$ cat src/rtl/i2c_reg_slave_driver.sv
// ---------------------------------------------------------------------------
// i2c_reg_slave_driver
//
// Register-file driver that sits behind an I2C slave byte engine. The engine
// reports each received byte with a level on `received` and each transmitted
// and ACKed byte with a level on `sended`. This block turns those handshakes
// into register-pointer transactions:
//   - the first byte after IDLE is the register pointer,
//   - following master reads return reg[ptr] and auto-increment the pointer,
//   - following master writes store into reg[ptr] and auto-increment it
//     (only when I2C_REG_SLAVE_WRITE_EN is defined).
// A user-side write port lets local logic refresh register contents, such as
// live sensor values.
//
// Build option:
//   I2C_REG_SLAVE_WRITE_EN  defined   -> I2C data bytes are written to the map
//                           undefined -> I2C data bytes are discarded,
//                                        wr_strobe / wr_idx are tied to 0
//
// Ports:
//   clk          in   single clock, everything on posedge
//   reset        in   synchronous, active-high
//   address      out  [6:0]  constant SLAVE_ADDRESS for the byte engine
//   datasend     out  [7:0]  byte the engine sends on the next master read
//   sended       in          level; rising edge = datasend shifted out + ACKed
//   datareceive  in   [7:0]  received byte, valid while `received` is high
//   received     in          level; rising edge = new byte in datareceive
//   stop         in          one-cycle pulse on STOP / repeated START
//   ext_we       in          user-side register write enable
//   ext_idx      in   [PTR_W-1:0]  user-side register index
//   ext_wdata    in   [7:0]  user-side write data
//   regs_flat    out  [REG_COUNT*8-1:0]  register i at bits [8i+7:8i]
//   wr_strobe    out         one-cycle pulse when an I2C write commits
//   wr_idx       out  [PTR_W-1:0]  index of the committed I2C write
//   busy         out         high from the pointer byte until `stop`
// ---------------------------------------------------------------------------
module i2c_reg_slave_driver #(
  parameter logic [6:0] SLAVE_ADDRESS = 7'h3C,
  parameter int         REG_COUNT     = 8,
  parameter int         PTR_W         = 3,
  parameter logic [7:0] CHIP_ID       = 8'hA5,
  parameter logic [7:0] OOR_DATA      = 8'hFF
) (
  input  logic                   clk,
  input  logic                   reset,
  output logic [6:0]             address,
  output logic [7:0]             datasend,
  input  logic                   sended,
  input  logic [7:0]             datareceive,
  input  logic                   received,
  input  logic                   stop,
  input  logic                   ext_we,
  input  logic [PTR_W-1:0]       ext_idx,
  input  logic [7:0]             ext_wdata,
  output logic [REG_COUNT*8-1:0] regs_flat,
  output logic                   wr_strobe,
  output logic [PTR_W-1:0]       wr_idx,
  output logic                   busy
);

  typedef enum logic {
    ST_IDLE,
    ST_DATA
  } state_e;

  state_e           state_q, state_d;
  logic [PTR_W-1:0] ptr_q, ptr_d;
  logic             oor_q, oor_d;
  logic             received_q, sended_q;
  logic             rx_evt_q, rx_evt_d;
  logic             tx_evt_q, tx_evt_d;
  logic [7:0]       rx_data_q, rx_data_d;
  logic [7:0]       datasend_q, datasend_d;
  logic [7:0]       regs_q [REG_COUNT];
  logic [7:0]       regs_d [REG_COUNT];

`ifdef I2C_REG_SLAVE_WRITE_EN
  logic             wr_strobe_q, wr_strobe_d;
  logic [PTR_W-1:0] wr_idx_q, wr_idx_d;
`endif

  // Pointer auto-increment; wraps explicitly so non-power-of-two maps work.
  function automatic logic [PTR_W-1:0] ptr_inc(input logic [PTR_W-1:0] p);
    if (int'(p) == REG_COUNT - 1) begin
      return '0;
    end
    return p + PTR_W'(1);
  endfunction

  // Events are registered (together with the received byte) so that all
  // transaction processing happens one cycle after the handshake rises.
  always_comb begin
    state_d  = state_q;
    ptr_d    = ptr_q;
    oor_d    = oor_q;
    regs_d   = regs_q;
    rx_evt_d  = received & ~received_q;
    tx_evt_d  = sended & ~sended_q;
    rx_data_d = datareceive;
`ifdef I2C_REG_SLAVE_WRITE_EN
    wr_strobe_d = 1'b0;
    wr_idx_d    = wr_idx_q;
`endif

    // A received byte wins over a simultaneous sended event; the sended
    // event is simply dropped (protocol error on the bus side).
    if (rx_evt_q) begin
      if (state_q == ST_IDLE) begin
        ptr_d   = rx_data_q[PTR_W-1:0];
        oor_d   = (int'(rx_data_q) >= REG_COUNT);
        state_d = ST_DATA;
      end else begin
`ifdef I2C_REG_SLAVE_WRITE_EN
        // Out-of-range pointers alias onto real registers through the
        // truncated ptr, so writes are suppressed while oor is set.
        // Register 0 is the read-only chip ID.
        if (!oor_q && (ptr_q != '0)) begin
          regs_d[ptr_q] = rx_data_q;
          wr_strobe_d   = 1'b1;
          wr_idx_d      = ptr_q;
        end
`endif
        ptr_d = ptr_inc(ptr_q);
      end
    end else if (tx_evt_q) begin
      ptr_d = ptr_inc(ptr_q);
    end

    // User-side write is applied last so it overrides a same-index I2C write.
    if (ext_we && (ext_idx != '0) && (int'(ext_idx) < REG_COUNT)) begin
      regs_d[ext_idx] = ext_wdata;
    end
    regs_d[0] = CHIP_ID;

    // stop is handled after any event in the same cycle.
    if (stop) begin
      state_d = ST_IDLE;
    end

    // The outgoing byte follows the next pointer but the current register
    // contents, so a user write shows up two cycles after ext_we.
    if (oor_d) begin
      datasend_d = OOR_DATA;
    end else begin
      datasend_d = regs_q[ptr_d];
    end
  end

  // State, pointer, edge-detect and register-file flops.
  always_ff @(posedge clk) begin
    if (reset) begin
      state_q    <= ST_IDLE;
      ptr_q      <= '0;
      oor_q      <= 1'b0;
      received_q <= 1'b0;
      sended_q   <= 1'b0;
      rx_evt_q   <= 1'b0;
      tx_evt_q   <= 1'b0;
      rx_data_q  <= 8'h00;
      datasend_q <= 8'h00;
      for (int i = 0; i < REG_COUNT; i++) begin
        regs_q[i] <= (i == 0) ? CHIP_ID : 8'h00;
      end
    end else begin
      state_q    <= state_d;
      ptr_q      <= ptr_d;
      oor_q      <= oor_d;
      received_q <= received;
      sended_q   <= sended;
      rx_evt_q   <= rx_evt_d;
      tx_evt_q   <= tx_evt_d;
      rx_data_q  <= rx_data_d;
      datasend_q <= datasend_d;
      for (int i = 0; i < REG_COUNT; i++) begin
        regs_q[i] <= regs_d[i];
      end
    end
  end

`ifdef I2C_REG_SLAVE_WRITE_EN
  // Write-commit strobe and index for the user side.
  always_ff @(posedge clk) begin
    if (reset) begin
      wr_strobe_q <= 1'b0;
      wr_idx_q    <= '0;
    end else begin
      wr_strobe_q <= wr_strobe_d;
      wr_idx_q    <= wr_idx_d;
    end
  end

  assign wr_strobe = wr_strobe_q;
  assign wr_idx    = wr_idx_q;
`else
  assign wr_strobe = 1'b0;
  assign wr_idx    = '0;
`endif

  for (genvar g = 0; g < REG_COUNT; g++) begin : g_flat
    assign regs_flat[8*g +: 8] = regs_q[g];
  end

  assign address  = SLAVE_ADDRESS;
  assign datasend = datasend_q;
  assign busy     = (state_q == ST_DATA);

endmodule

$ cat config.mk
export PLATFORM = sky130hd
export DESIGN_NAME = i2c_reg_slave_driver
export DESIGN_NICKNAME = d
export VERILOG_FILES = /design/src/rtl/i2c_reg_slave_driver.sv
export SDC_FILE = /design/constraint.sdc
export NUM_CORES = 1
export LEC_CHECK = 0
export BUFFER_PORTS_ARGS = -buffer_cell sky130_fd_sc_hd__buf_2
export CAP_MARGIN = 20
export CORE_UTILIZATION = 46
export CTS_CLUSTER_DIAMETER = 200
export DETAILED_ROUTE_END_ITERATION = 10
export PLACE_DENSITY = 0.76
export SLEW_MARGIN = 15
export SYNTH_ARGS = -nofsm -noshare
export SYNTH_HDL_FRONTEND = slang
export SYNTH_SLANG_ARGS = --single-unit
$ cat constraint.sdc
create_clock -name clk -period 1.9 [get_ports clk]
set_input_delay 0.285 -clock clk [delete_from_list [all_inputs] [get_ports clk]]
set_output_delay 0.285 -clock clk [all_outputs]
set_load 0.005 [all_outputs]
After elaboration in Yosys (flattened, before gate mapping)
Cells that the tools add are included.
{"block": "word_totals", "reg_bits": 89, "elab_cells": 53}
{"block": "op_classes", "mux": 20, "bitwise": 6, "magnitude_cmp": 4, "reduce_logical": 4, "addsub": 1, "n_eq_ne": 1}
{"cell": "bitwise mux 64 bit", "count": 1}
{"cell": "2-to-1 mux 8 bit", "count": 4}
{"cell": "binary-select mux 8 bit (select 3 bit)", "count": 1}
{"cell": "demux 8 bit (select 3 bit)", "count": 1}
{"cell": "2-to-1 mux 3 bit", "count": 6}
{"cell": ">= comparator 4 bit (second input constant)", "count": 2}
{"cell": ">= comparator 8 x 4 -> 1 bit (second input constant)", "count": 1}
{"cell": "inverter 3 -> 4 bit", "count": 2}
{"cell": "2-to-1 mux 1 bit", "count": 7}
{"cell": "< comparator 4 x 1 -> 1 bit (second input constant)", "count": 1}
{"cell": "adder 3 x 1 -> 3 bit (second input constant)", "count": 1}
{"cell": "== test 3 x 1 -> 1 bit (second input constant)", "count": 1}
{"cell": "nonzero test 3 bit", "count": 1}
{"cell": "AND 1 bit", "count": 2}
{"cell": "logical AND 1 bit", "count": 2}
{"cell": "inverter 1 bit", "count": 2}
{"cell": "OR reduction 2 bit", "count": 1}

Longest topological paths before layout
{"block": "logic_depth", "depth_word": 12, "depth_mapped": 10, "depth_no_buf": 8}

Worst setup path after synthesis
Ideal clock, no wire load.
{"block": "synth_path", "kind": "register to register", "start": "register ptr_q[0]", "end": "register datasend_q[2] (netlist: datasend[2])", "path_stages_with_launch": 11, "period_less_slack_ns": 2.037, "path_buffers": 2, "required_ns": 1.778, "path_slack_ns": -0.137, "setup_ns": 0.122, "arrival_ns": 1.915, "path_cell_list": "dfxtp_1 ha_1 ha_1 nor2_1 mux2i_1 a21oi_1 buf_6 buf_12 mux2i_1 mux2i_1 a221o_1"}
{"block": "synth_via", "elab_chain_len": 12}
{"element": "start: declaration", "line": "67", "text": "logic [PTR_W-1:0] ptr_q, ptr_d;"}
{"element": "start signal: assignment", "line": "166", "text": "ptr_q <= ptr_d;"}
{"element": "== test 3 x 1 -> 1 bit", "line": "84", "text": "if (int'(p) == REG_COUNT - 1) begin"}
{"element": "2-to-1 mux 1 bit", "line": "84"}
{"element": "2-to-1 mux 1 bit (on tied branches)", "line": "125, 108"}
{"element": "2-to-1 mux 1 bit", "line": "107", "text": "if (rx_evt_q) begin"}
{"element": "2-to-1 mux 3 bit", "line": "87", "text": "return p + PTR_W'(1);"}
{"element": "2-to-1 mux 3 bit (on tied branches)", "line": "125, 108"}
{"element": "2-to-1 mux 3 bit *", "line": "107"}
{"element": "inverter 3 -> 4 bit (implied by the code) *", "line": "145", "text": "datasend_d = regs_q[ptr_d];"}
{"element": "binary-select mux 8 bit (select 3 bit) *", "line": "145"}
{"element": "2-to-1 mux 8 bit (implied by the code) * (2 in series)", "line": "145"}
{"element": "2-to-1 mux 8 bit *", "line": "142", "text": "if (oor_d) begin"}
{"element": "end signal: assignment", "line": "173", "text": "datasend_q <= datasend_d;"}
{"element": "end: declaration", "line": "73", "text": "logic [7:0] datasend_q, datasend_d;"}
Every way passes the cells marked *; elsewhere a longest branch is shown, timed or not. The select of a mux whose other input is x is not followed.
A chain may end at the register's enable or synchronous reset.

Final worst setup path
{"block": "layout_path", "start": "register ptr_q[0]", "end": "register datasend_q[6] (netlist: datasend[6])"}
Same word-level chain as after synthesis.

==> qor.txt <==
Top FF cell, synth = dfxtp_1
Final Non-Filler Cells = 620
Avg Cell Area, Syn = 8.45 um2
CTS tree = yes
highest net fanout along the worst path = 6
Crit Path Class = reg -> reg
final worst slack = -150 ps
Post-synth ARST share = 0
Peak VDD IR = 0.381 mV
status = finished with violations
vias = 3,238
drt first-iter violations = 225
Yosys Warn Count = 0
r2r worst-path depth = 11
Clock Path Buffers = 2
crit start category = flop
Initial Util = 0.474
Post-DP HPWL = 6830 um
Rel. slew slack = 0.472
clock latency at the later pin of the worst-skew pair = 360 ps
row count = 31
vias per inst = 5.22
Inst Count DP = 594
post-route cell area = 4330 um2
n_diodes = 0
post-DR wirelength/cell = 15.3 um
die footprint = 7820 um2
cell-internal power = 2490 uW
Reg clk slew, reported paths = 80 ps
failing checks = negative setup slack
Comb power frac = 0.150
most frequent cells in the layout = nand2_1 (123), buf_2 (89), dfxtp_1 (79)
TritonCTS Buffers = 9
Num Clock Sinks = 81
max_cap viols = 0
Synth-to-Final Area Change = 25.9%
initial antenna violation count = 0
Nets = 543
count of flip-flops with a built-in enable after synthesis = 0
final hold violations = 0
I/O pins = 109
GPL Wtd Cong = 0.856
CP arrival = 2300 ps
vias in the first global route = 3,037
max-slew violation count = 0
reg2reg end = datasend[6]
end of the critical path = datasend[6]
Lkg Pwr = 0.00188 uW
H-tree depth = 3
largest net degree at the start of global routing = 70
Mapped Area = 3440 um2
Cell variety after synth = 36
Sw Share = 0.279
Area after DPL = 4040 um2
clock skew = 10.8 ps
most common cell after layout, fill and taps aside = nand2_1
Syn Inst Count = 407
Post-CTS Hold Fix Bufs = 0
clock power share = 0.326
buffers added on ports = 89
Min Clock Period, post-route = 2050 ps
setup slack, reg-to-reg = -150 ps
CP Capture Type = flop
PD cells = 800 nW/um2
worst-margin pin slew = 786 ps
power share of the sequential group = 0.524
filler instances = 669
Yosys reg bits = 81
core area = 7250 um2
Worst Setup SP = ptr_q[0]
DRT antenna net count = 0
Root Buffer = clkbuf_8
first-pass GRT wire length = 14,900 um
sequential-to-total area share from yosys stat = 0.472
Die Wd = 88.5 um
RSZ-0062 raised after global routing = yes
DRC = 0
worst hold path class = in -> reg
Die Y = 88.5 um
Final setup violation count = 8
WL final = 9480 um
final core utilization = 0.597
Fin Hold WS = 83.0 ps
GRT Resource Usage Total = 0.254
drt pass-1 iters = 5
fin crit share = 1.08
r2r startpoint = ptr_q[0]
layout cell share with drive strength beyond 1 = 0.280
WP data required = 2150 ps
Max Freq = 488 MHz
Switch Pwr = 967 uW
Congestion Overflow GR = 0
## how the worst min path moves through the flow
stage               cells past startpoint  startpoint  slack (ps)        to
global placement                        1  received_q         370  rx_evt_q
global route                            2        stop          70      busy
finish                                  2        stop          80      busy
floorplan                               1        stop         360      busy
CTS                                     2        stop          80      busy
detailed placement                      1  received_q         380  rx_evt_q
## cells in the mapped netlist, drive strengths merged, types with 2 or more instances
library cell  instances  share of area
buf                  28          0.063
conb                  2         0.0022
mux2i                31          0.090
a21oi                58          0.084
o211ai                2         0.0044
a211o                 3         0.0076
clkbuf                8         0.0087
dfxtp                81           0.47
nand2b                4         0.0073
nor3                  3         0.0044
o21a                  4         0.0087
ha                    2         0.0073
a221o                 4          0.012
nor2                 11          0.012
nand3                 5         0.0073
nor2b                19          0.035
nand2               124           0.14
o22ai                 3         0.0055
o2bb2ai               3         0.0076
## layer usage
layer,wire [um],GRT usage
met5,0,0
met3,558,0.0653
met2,4810,0.422
met4,114,0.0880
met1,3990,0.319
## logic make-up (layout without fill, tap and decap cells)
family,Yosys count,after routing,share of synthesized area
mux,32,32,0.0935
buf+inv,37,134,0.0731
flops,81,81,0.472
simple gates,172,172,0.214
compound gates,81,81,0.139
other cells,2,19,0.00218
fa+ha+maj,2,2,0.00728
## layout make-up
class                      count  area, um2  share of cell area
clock buffer                  10        128              0.0295
clock inverter                 6       43.8              0.0101
inverter                       1       3.75            0.000867
multi-input combinational    306       1710               0.394
sequential                    81       1620               0.375
tap                           99        124              0.0286
timing repair buffer         117        699               0.162
## stage by stage
step	power [uW]	TNS [ps]	worst slack, ps
2_1_floorplan	2140	0	11.2
3_3_place_gp	2300	-533	-85.4
3_5_place_dp	2310	-961	-165
4_1_cts	3460	-825	-142
5_1_grt	3600	-1710	-264
6_report	3460	-835	-150
## critical path: stages, from the launching register on
cell and delay (ps):
dfxtp_2 340, ha_4 160, ha_4 160, nor2_4 120, mux2i_4 90, a21oi_4 190, buf_12 150, buf_8 120
buf_4 110, mux2i_1 180, o22ai_1 100, a211o_1 230
## sequential cells by signal, indices dropped and copies added, names as in the netlist
signal and count:
oor_q 1, received_q 1, regs_flat 56, tx_evt_q 1, rx_evt_q 1, datasend 8, ptr_q 3, rx_data_q 8
busy 1, sended_q 1
## power by group through the flow
stage	clock (uW)	combinational (uW)	sequential [uW]
2_1_floorplan	0	301	1840
3_3_place_gp	0	453	1850
3_5_place_dp	0	462	1850
4_1_cts	1140	506	1810
5_1_grt	1210	569	1820
6_report	1130	520	1810
## timing repair
item,4_1_cts,5_1_grt
gates resized for setup,14,2
buffers inserted,9,2
pin swaps,9,3
endpoints found under the setup margin,8,8
Power figures use the tool's default switching activity.
